===== src/rtl/rsa_mult_pkg.sv =====
// rsa_mult_pkg: shared FSM encoding and radix-select constants for rsa_mult_pipe_ctrl.
// No ports. Define RSA_MULT_RADIX4_EN to retire two multiplier bits per CALC step.
package rsa_mult_pkg;
    typedef enum logic [1:0] {IDLE = 2'd0, CALC = 2'd1, DONE = 2'd2} state_t;
    localparam logic [1:0] SEL_0 = 2'd0, SEL_A = 2'd1, SEL_2A = 2'd2, SEL_3A = 2'd3;
`ifdef RSA_MULT_RADIX4_EN
    localparam int BITS_PER_STEP = 2;
`else
    localparam int BITS_PER_STEP = 1;
`endif
endpackage


===== src/rtl/rsa_mult_adder.sv =====
// rsa_mult_adder: (WIDTH+2)-bit adder folding a partial product into the upper accumulator half.
// Ports: x - upper accumulator half (WIDTH), y - partial product up to 3A (WIDTH+2),
//        sum - x + y with both carry bits kept (WIDTH+2).
module rsa_mult_adder #(
    parameter int WIDTH = 128
) (
    input  logic [WIDTH-1:0] x,
    input  logic [WIDTH+1:0] y,
    output logic [WIDTH+1:0] sum
);
    assign sum = {2'b00, x} + y;
endmodule


===== src/rtl/rsa_mult_pipe_ctrl.sv =====
// rsa_mult_pipe_ctrl: iterative shift-add unsigned multiplier with valid/ready handshakes.
// Ports: clk, rst_n (async active-low); in_valid/in_ready with operands a, b (WIDTH);
//        out_valid/out_ready with product (2*WIDTH); busy high while computing.
// Define RSA_MULT_RADIX4_EN for radix-4 (WIDTH/2 steps); default is radix-2 (WIDTH steps).
module rsa_mult_pipe_ctrl
    import rsa_mult_pkg::*;
#(
    parameter int WIDTH = 128
) (
    input  logic                 clk,
    input  logic                 rst_n,
    input  logic                 in_valid,
    output logic                 in_ready,
    input  logic [WIDTH-1:0]     a,
    input  logic [WIDTH-1:0]     b,
    output logic                 out_valid,
    input  logic                 out_ready,
    output logic [2*WIDTH-1:0]   product,
    output logic                 busy
);
    localparam int N  = WIDTH / BITS_PER_STEP;
    localparam int CW = $clog2(WIDTH) + 1;
    state_t             state;
    logic [CW-1:0]      cnt;
    logic [WIDTH-1:0]   mcand, hi, lo;
    logic [WIDTH+1:0]   pp, sum;
    logic [2*WIDTH-1:0] shifted;
`ifdef RSA_MULT_RADIX4_EN
    logic [WIDTH+1:0]   mcand3;
    // 3A depends only on the latched multiplicand, so it is settled for every CALC step
    assign mcand3 = {2'b00, mcand} + {1'b0, mcand, 1'b0};
    assign pp = lo[1:0] == SEL_3A ? mcand3 :
                lo[1:0] == SEL_2A ? {1'b0, mcand, 1'b0} :
                lo[1:0] == SEL_A  ? {2'b00, mcand} : '0;
`else
    assign pp = lo[0] ? {2'b00, mcand} : '0;
`endif
    rsa_mult_adder #(.WIDTH(WIDTH)) u_adder (.x(hi), .y(pp), .sum(sum));
    // lo starts as the multiplier and fills with product bits as multiplier bits shift out
    assign shifted = (2*WIDTH)'({sum, lo} >> BITS_PER_STEP);
    assign product = {hi, lo};
    always_ff @(posedge clk or negedge rst_n) begin
        if (!rst_n) begin
            state     <= IDLE;
            cnt       <= '0;
            mcand     <= '0;
            hi        <= '0;
            lo        <= '0;
            in_ready  <= 1'b1;
            out_valid <= 1'b0;
            busy      <= 1'b0;
        end else begin
            case (state)
                IDLE: if (in_valid) begin
                    mcand    <= a;
                    lo       <= b;
                    hi       <= '0;
                    cnt      <= '0;
                    state    <= CALC;
                    in_ready <= 1'b0;
                    busy     <= 1'b1;
                end
                CALC: begin
                    hi  <= shifted[2*WIDTH-1:WIDTH];
                    lo  <= shifted[WIDTH-1:0];
                    cnt <= cnt + 1'b1;
                    if (cnt == CW'(N - 1)) begin
                        state     <= DONE;
                        busy      <= 1'b0;
                        out_valid <= 1'b1;
                    end
                end
                DONE: if (out_ready) begin
                    state     <= IDLE;
                    out_valid <= 1'b0;
                    in_ready  <= 1'b1;
                end
                default: begin
                    state     <= IDLE;
                    in_ready  <= 1'b1;
                    out_valid <= 1'b0;
                    busy      <= 1'b0;
                end
            endcase
        end
    end
endmodule


===== config.mk =====
export PLATFORM = sky130hd
export DESIGN_NAME = rsa_mult_pipe_ctrl
export DESIGN_NICKNAME = d
export VERILOG_FILES = /design/src/rtl/rsa_mult_pkg.sv /design/src/rtl/rsa_mult_adder.sv /design/src/rtl/rsa_mult_pipe_ctrl.sv
export SDC_FILE = /design/constraint.sdc
export NUM_CORES = 1
export LEC_CHECK = 0
export CORE_UTILIZATION = 50
export CTS_CLUSTER_DIAMETER = 80
export DETAILED_ROUTE_END_ITERATION = 16
export GPL_TIMING_DRIVEN = 0
export PLACE_DENSITY = 0.88
export SETUP_SLACK_MARGIN = 0.2
export SLEW_MARGIN = 20
export SYNTH_ARGS = -nofsm -noshare
export SYNTH_HDL_FRONTEND = slang
export SYNTH_HIERARCHICAL = 1
export SYNTH_SLANG_ARGS = --single-unit

===== constraint.sdc =====
create_clock -name clk -period 10 [get_ports clk]
set_input_delay 2 -clock clk [delete_from_list [all_inputs] [get_ports clk]]
set_output_delay 2 -clock clk [all_outputs]
set_load 0.03 [all_outputs]

* After elaboration in Yosys (flattened, before gate mapping)
Index checks and enable logic that the tools add are counted.
** Storage, ports and cells
- Flip-flop bits (word level) :: 397
- Output and inout port bits :: 259
- Word-level logic and storage cells :: 47
** Operators by class
- $add $sub $neg :: 2
- Equal/unequal tests :: 6
- Mux-type cells :: 20
- Bitwise operators :: 3
- Reductions and logical operators :: 8
** Operators by type and width (count)
- $pmux 128 s2 :: 2
- $mux 128 :: 3
- $add 128x128->129 :: 1
- $pmux 8 s2 :: 1
- $reduce_and 3->1 :: 4
- $pmux 1 s3 :: 3
- $add 8x1->8 const B :: 1
- $eq 8x7->1 const B :: 1
- $mux 8 :: 1
- $mux 1 :: 6
- $mux 2 :: 3
- $ne 2x2->1 const B :: 3
- $pmux 2 s3 :: 1
- $reduce_and 2->1 :: 2
- $not 1->1 :: 3
- $eq 2x1->1 const B :: 1
- $eq 2x2->1 const B :: 1
- $logic_not 2->1 :: 1
- $reduce_bool 2->1 :: 1

* Longest topological paths before layout
Gate-level depths: netlist of the first run.
- Word-level depth :: 3
- Depth in mapped cells :: 18

* By module
Netlist of the first run, hierarchy kept.
** Modules (own cells, without submodules)
- rsa_mult_pipe_ctrl :: instances 1, cells an instance 1585, area an instance 16961.3 um2, seq. area each 9935.8 um2
- rsa_mult_adder :: instances 1, cells an instance 1329, area an instance 8536.9 um2, seq. area each 0.0 um2

* Least setup slack after synthesis of the first run
No wires, ideal clock.
- Kind :: reg-to-reg
- Start point :: register lo[0]
- End point :: register hi[122]
- Arrival :: 4.030 ns
- Data required time :: 9.934 ns
- Path slack :: 5.904 ns
- Cell stages (with the launch flop) :: 18
- Cells stage by stage :: dfrtp_1 > clkbuf_1 > clkbuf_1 > and2_1 > ha_1 > and2_1 > nand4_1 > or3b_4 > a2111oi_4 > nor3_2 > o41ai_4 > and4b_1 > a21oi_2 > o41a_1 > a211o_1 > nand3_1 > nand2_1 > nand2_1
** Between the ends
- Longest elaborated chain between the ends :: 3
** Ends and longest elaborated chain
- start, declared :: RTL line rsa_mult_pipe_ctrl.sv:25 : logic [WIDTH-1:0] mcand, hi, lo;
- start signal, assigned :: RTL line rsa_mult_pipe_ctrl.sv:65 : lo <= shifted[WIDTH-1:0];
- $mux 128 :: RTL line rsa_mult_pipe_ctrl.sv:36 : assign pp = lo[0] ? {2'b00, mcand} : '0;
- net pp[9] :: RTL line rsa_mult_pipe_ctrl.sv:26 : logic [WIDTH+1:0] pp, sum;
- $add 128x128->129 :: RTL line rsa_mult_adder.sv:11 : assign sum = {2'b00, x} + y;
- net sum[123] :: RTL line rsa_mult_pipe_ctrl.sv:26
- $pmux 128 s2 :: RTL line rsa_mult_pipe_ctrl.sv:53 : case (state)
- end signal, assigned :: RTL line rsa_mult_pipe_ctrl.sv:64 : hi <= shifted[2*WIDTH-1:WIDTH];
- end, declared :: RTL line rsa_mult_pipe_ctrl.sv:25
The timed path passes the listed nets, and every way through them passes these cells.
A chain may end at the register's enable or synchronous reset.

* Worst setup path after layout of the first run
- Start point :: register lo[0]
- End point :: register hi[81]
Same word-level chain as after synthesis.

==> flow_summary.toml, run 1 <==
[clock_network]
cts_sinks = 397
post_cts_resized = 0
cts-root-buf = "clkbuf_16"
clockBufferDepth = 3
cts_setup_buffers = 0
clk_pin_slew_ns = 0.06
clk_latency_ns = 0.61
hold_buffers = 0
tritoncts = "yes"
cts.htree.levels = 2
cts_inserted_buffers = 45

[route]
route.detailed.drc = 0
routed-via-count = 24500
ant_nets = 0
wirelength_mm = 87.7
drtIter0Drc = 2098
wl_per_cell_um = 21.0
dr.pass1.iters = 8
viasPerCell = 5.84

[timing]
hold_viol_final = 0
setup_ws_ns = 4.46
period_needed_ns = 5.54
slew_viol_final = 0
tightest_slew_ns = 0.950
fmax_ghz = 0.181
rsz0062_at_grt = "no"
setup_viol = 0
maxSlewHeadroom = 0.366
hold_slack_ns = 0.485
skew_ns = 0.0294
period_share = 0.554

[floorplanning]
initial_core_util = 0.507
die_area_um2 = 51800
row_count = 82
die_w_um = 228
ios = 519
core_area_um2 = 50200
fp.dieH_um = 228

[placed_design]
place.gp.congestion = 0.986
dp_slack_ns = 4.61
hpwl_mm = 67.7
dp_cells = 4097
io_buffers = 518

[job]
maxCapViolations = 0

[hold_path]
hold_class = "reg -> reg"
min-delay-start = "cnt[6]"
hold_end = "cnt[6]"
whs_path_depth = 1

[critical_path]
max_stage_delay_ns = 0.62
crit_family = "compound AO/OA/AOI/OAI gates"
path_cells = "clkbuf_2 > clkbuf_1 > and2_1 > ha_1 > clkbuf_1 > nand2_1 > nor4_1 > o2111a_1 > o22ai_1 > o41a_1 > o31ai_1 > a21oi_1 > o41ai_1 > xor2_1 > nand2_1 > nand2_1"
worstReg2RegEnd = "hi[81]"
crit_type = "reg -> reg"
reg2regPathDepth = 16
worst-r2r-setup-slack_ns = 4.46
path_max_fanout = 10
cp_data_required_time_ns = 10.53
critPathCaptureType = "register"
crit-reg2reg-launch = "lo[0]"
critPathLaunchType = "register"
cp_num_buf_inv = 3
crit_slowest_cell = "nor4_1"
worst_path_most_repeated_cell = "nand2_1"
arrival_ns = 6.07

[outcome]
status = "complete, no violations"

[yosys]
postSynthCellCount = 2903
synth.cell_area_um2 = 25400
synth.avg_cell_area_um2 = 8.76
syn_nets = 3293
ys_warn_count = 6

[global_routing]
grt_first_pass_wirelength_mm = 134
grt_pass1_vias = 24100
overflow = 0
track_usage = 0.335
grt_max_degree = 97
grt_antenna_before_repair = 7

[layout]
final_cells = 4185
drive_gt1_frac = 0.0810
layout_common_cells = "517 x clkdlybuf4s50_1, 397 x nand2_1, 396 x dfrtp_1, 370 x nor2_1, 207 x a21oi_1"
fill_cells = 3887
fin_nets = 3862
syn_to_final_growth_pct = 30.4
final_common_cell = "clkdlybuf4s50_1"
## worst max-delay path by stage
stage / start / end / slack [ns] / cells past startpoint
after global placement: rst_n / lo[85] / -10.55 / 1
after global routing: lo[0] / hi[116] / 4.25 / 17
after detailed placement: lo[0] / hi[127] / 4.61 / 17
after floorplan: lo[0] / hi[122] / 5.90 / 17
final: lo[0] / hi[81] / 4.46 / 16
after CTS: lo[0] / hi[127] / 4.61 / 16
## metrics by stage
step / utilization / setup TNS [ns] / instance area, um2
2_1_floorplan: - / 0 / 25400
3_3_place_gp: 0.627 / -4155.49 / 31500
3_5_place_dp: 0.629 / 0 / 31600
4_1_cts: 0.661 / 0 / 33100
5_1_grt: 0.661 / 0 / 33200
6_report: 0.661 / 0 / 33200
## state kept, by name, indices dropped and copies added, names as in the netlist
name and flops:
in_ready 1, hi 128, out_valid 1, state 2, mcand 128, busy 1
cnt 8, lo 128
## layer usage
layer | up-vias | GRT usage | wire length, um
met4 | 2 | 0.184 | 5220
met3 | 250 | 0.0743 | 7100
li1 | 11400 | - | -
met1 | 11700 | 0.423 | 35400
met2 | 1102 | 0.533 | 40000
met5 | - | 0 | 13
## area by class of cell
cell class,count,area (um2),area share
Multi-Input combinational cell,2287,14400,0.435
Sequential cell,397,9940,0.300
Timing Repair Buffer,522,5300,0.160
Clock buffer,60,1290,0.0390
Buffer,174,905,0.0273
Tap cell,672,841,0.0254
Clock inverter,23,278,0.00838
Inverter,45,169,0.00509
Antenna cell,5,12.5,0.000377
Power of run 1 is not shown: default switching activity piles up to over one toggle a cycle in this logic, so the estimate is an artifact.
==> run 2, diff against run 1 <==
clock period = 5.4 ns   (was 10 ns; I/O delays follow)
==> run 2 against run 1 <==
  * Non-clock buffer count is the same
  * Clock skew shrank 0.0024 ns
  * Die area is the same
  * Global-route usage is essentially flat
  * Final cell count is essentially flat
  * Clock-buffer cell count is the same
  * Setup slack lost 4.2 ns
  * Final area grew 0.17%
==> flow_summary.toml, run 2 (synthesized netlist as in run 1, its figures left out) <==
[hold_path]
hold_class = "in -> async"

[critical_path]
max_stage_delay_ns = 0.49
crit_type = "reg -> reg"
critPathCaptureType = "register"
crit_slowest_cell = "o41ai_4"
critPathLaunchType = "register"
path_cells = "buf_6 > clkbuf_1 > and2_1 > ha_1 > buf_2 > nand4_1 > nor3_1 > nand3_1 > a2111oi_4 > nor3_2 > o41ai_4 > and4b_1 > a21oi_2 > o41a_1 > a211o_1 > nand3_1 > nand2_1 > nand2_1"
path_max_fanout = 10
cp_data_required_time_ns = 5.93
arrival_ns = 5.62

[route]
wirelength_mm = 87.8
routed-via-count = 24300
ant_nets = 0
route.detailed.drc = 0
wl_per_cell_um = 21.0
dr.pass1.iters = 7
drtIter0Drc = 2042
viasPerCell = 5.81

[global_routing]
grt_first_pass_wirelength_mm = 134
track_usage = 0.335
grt_max_degree = 97
overflow = 0
grtUsageMet2 = 0.533
use_met1 = 0.422
met3_usage = 0.0759
grt_antenna_before_repair = 7
grt_pass1_vias = 24100
grt-busiest-layer = "met2"

[layout]
fin_nets = 3862
drive_gt1_frac = 0.0832
reg_top3 = "hi x128, lo x128, mcand x128"
final_util = 0.662
layout_common_cells = "517 x clkdlybuf4s50_1, 397 x nand2_1, 396 x dfrtp_1, 369 x nor2_1, 205 x a21oi_1"
multi_input_area_um2 = 14500
syn_to_final_growth_pct = 30.6
fill_cells = 3883
seq_area_um2 = 9940
final_common_cell = "clkdlybuf4s50_1"

[outcome]
status = "complete, no violations"

[timing]
fmax_ghz = 0.196
hold_slack_ns = 0.353
period_share = 0.942
setup_viol = 0
slew_viol_final = 0
maxSlewHeadroom = 0.371
skew_ns = 0.0269
period_needed_ns = 5.09
hold_viol_final = 0
rsz0062_at_grt = "yes"
tightest_slew_ns = 0.943

[placed_design]
io_buffers = 518
place.gp.congestion = 0.986
hpwl_mm = 67.7

[floorplanning]
initial_core_util = 0.507
die_area_um2 = 51800
fp.dieH_um = 228
core_area_um2 = 50200
ios = 519
row_count = 82
die_w_um = 228

[job]
maxCapViolations = 0

[clock_network]
clk_latency_ns = 0.61
tritoncts = "yes"
cts_sinks = 397
hold_buffers = 0
clk_pin_slew_ns = 0.06
cts_inserted_buffers = 45
clockBufferDepth = 3
cts.htree.levels = 2
cts-root-buf = "clkbuf_16"
run 2: cell types whose count changed in the layout (fill, tap and decap cells not counted), moves of 2 or more:
cell / previous run / this run
diode_2: 5 / 8
a21oi_1: 207 / 205
a21oi_2: 1 / 3
clkbuf_1: 117 / 115
run 2: worst paths after layout:
path | startpoint | endpoint | slack, ns | cells after the start
min | rst_n | mcand[81] | 0.35 | 1
max in group asynchronous | rst_n | lo[73] | 3.42 | 4
max reg2reg | lo[0] | hi[122] | 0.31 | 18
min reg2reg | cnt[6] | cnt[6] | 0.49 | 1
min in group clk | cnt[6] | cnt[6] | 0.49 | 1
max | lo[0] | hi[122] | 0.31 | 18
run 2: critical path: cells and delay by family, from the launching register on:
family | cells | cell delay (ns)
AOI/OAI and AO/OA | 5 | 1.95
adders and majority gates | 1 | 0.14
buffers and inverters | 3 | 0.80
DFF | 1 | 0.47
and+or+nand+nor | 9 | 1.62
run 2: layout make-up:
class,count,share of cell area
clock buffers,60,0.0389
flip-flops and latches,397,0.299
multi-input cells,2287,0.436
repair buffers,522,0.160
inverters,45,0.00509
well taps,672,0.0253
clock inverters,23,0.00836
plain buffers,174,0.0275
diodes,8,0.000603
run 2: stage by stage:
stage               std cells  setup TNS [ns]  cell area (um2)  setup slack (ns)
finish                   4188               0            33200             0.311
global route             4185               0            33200             0.187
CTS                      4180               0            33100             0.221
detailed placement       4097               0            31600           0.00594
global placement         4093        -5621.93            31500            -14.23
floorplan                2903               0            25400              1.30
run 2: routing by layer:
metal / up-vias / share of wire / routed length, um
met2: 1080 / 0.46 / 40100
met1: 11600 / 0.40 / 34900
met5: - / 0.00015 / 13
met4: 2 / 0.058 / 5130
met3: 249 / 0.088 / 7700
li1: 11400 / - / -
run 2: timing repair:
| item | CTS | global route |
|---|---|---|
| setup buffers | 0 | 0 |
| resized for setup | 2 | 12 |
| endpoints found under the setup margin | 9 | 16 |
Power of run 2 is left out for the same reason.
==> run 3, diff against run 2 <==
CTS_CLUSTER_SIZE = 14   (was default)
clock period = 5.3 ns   (was 5.4 ns; I/O delays follow)
==> run 3 against run 2 <==
  * Worst hold slack worse by 0.0018 ns
  * Clock-buffer cell count shrank 12
  * Setup slack improved by 0.086 ns
  * Die area stayed put
  * Clock skew increased by 0.0014 ns
  * Final area shrank 1.3%
  * Critical path type unchanged
  * Global-route usage decreased by 0.41 points
  * Non-clock buffer count unchanged
==> flow_summary.toml, run 3 (synthesized netlist as in run 1, its figures left out) <==
[floorplanning]
initial_core_util = 0.507
die_w_um = 228
core_area_um2 = 50200
row_count = 82
fp.dieH_um = 228
die_area_um2 = 51800
ios = 519

[critical_path]
cp_data_required_time_ns = 5.81
path_max_fanout = 10
cp_num_buf_inv = 3
critPathLaunch = "lo[0]"
path_depth = 16
critPathCaptureType = "register"
critPathLaunchType = "register"
crit_type = "reg -> reg"
crit_slowest_cell = "o41a_1"
path_cells = "clkbuf_8 > clkbuf_1 > and2_1 > ha_1 > clkbuf_1 > nand4_1 > or3_1 > or3_1 > o41ai_4 > and4b_1 > a21oi_2 > o41a_1 > a211o_1 > nand3_1 > nand2_1 > nand2_1"
crit_family = "simple AND/OR/NAND/NOR gates"
crit-reg2reg-launch = "lo[0]"
reg2regPathDepth = 16
arrival_ns = 5.41
max_stage_delay_ns = 0.49

[route]
viasPerCell = 5.83
drtIter0Drc = 2083
wirelength_mm = 86.7
routed-via-count = 24200
wl_per_cell_um = 20.8
dr.pass1.iters = 6
route.detailed.drc = 0
ant_nets = 0

[clock_network]
cts_inserted_buffers = 37
cts.htree.levels = 2
clockBufferDepth = 3
clk_latency_ns = 0.58
clk_pin_slew_ns = 0.07
cts_setup_buffers = 0
cts-root-buf = "clkbuf_16"
tritoncts = "yes"
cts_sinks = 397

[global_routing]
grt_first_pass_wirelength_mm = 132
overflow = 0
grt_antenna_before_repair = 9
track_usage = 0.331
grt_pass1_vias = 23700
grt_max_degree = 97

[job]
maxCapViolations = 0

[timing]
period_needed_ns = 4.90
hold_viol_final = 0
tightest_slew_ns = 0.924
maxSlewHeadroom = 0.384
fmax_ghz = 0.204
skew_ns = 0.0283
slew_viol_final = 0
setup-tns-final_ns = 0
rsz0062_at_grt = "no"
setup_viol = 0
period_share = 0.925

[layout]
layout_common_cells = "517 x clkdlybuf4s50_1, 397 x nand2_1, 396 x dfrtp_1, 369 x nor2_1, 204 x a21oi_1"
fin_nets = 3854
drive_gt1_frac = 0.0773
fill_cells = 3973
seq_area_um2 = 9940
multi_input_area_um2 = 14500
reg_top3 = "hi x128, lo x128, mcand x128"
final_common_cell = "clkdlybuf4s50_1"
syn_to_final_growth_pct = 28.9

[outcome]
status = "complete, no violations"

[placed_design]
place.gp.congestion = 0.986
hpwl_mm = 67.7
io_buffers = 518

[hold_path]
hold_class = "in -> async"
==> run 3: path summary, 6_finish.rpt <==
kind,to,slack [ns]
max in group asynchronous,lo[85],3.29
worst max-delay path,hi[122],0.40
worst max register to register,hi[122],0.40
min in group clk,cnt[6],0.48
worst min-delay path,mcand[81],0.35
worst min register to register,cnt[6],0.48
==> run 3: layer usage <==
| metal | track usage | vias up | routed length [um] |
|---|---|---|---|
| met5 | 0 | - | 12 |
| met4 | 0.180 | 2 | 5090 |
| met3 | 0.0727 | 235 | 6880 |
| met2 | 0.526 | 999 | 39600 |
| met1 | 0.419 | 11700 | 35100 |
| li1 | - | 11300 | - |
==> run 3: metrics by stage <==
stage	utilization	setup WS (ns)	cell area, um2	hold slack (ns)	cells
after floorplan	-	1.20	25400	0.445	2903
after global placement	0.627	-14.31	31500	0.461	4093
after detailed placement	0.629	-0.0941	31600	0.475	4097
after CTS	0.652	0.253	32700	0.334	4152
after global routing	0.653	0.255	32800	0.351	4158
final	0.653	0.397	32800	0.352	4159
==> run 3: timing repair <==
action / CTS / global route
pin swaps: 0 / 1
resized for setup: 4 / 19
endpoints found under the setup margin: 16 / 16
hold buffers: 0 / 0
==> run 3: area by class of cell <==
class / count / share of cell area
Antenna cell: 7 / 0.000534
Buffer: 174 / 0.0280
Clock buffer: 48 / 0.0311
Clock inverter: 7 / 0.00290
Inverter: 45 / 0.00515
Multi-Input combinational cell: 2287 / 0.442
Sequential cell: 397 / 0.303
Tap cell: 672 / 0.0256
Timing Repair Buffer: 522 / 0.162
Power of run 3 is left out for the same reason.
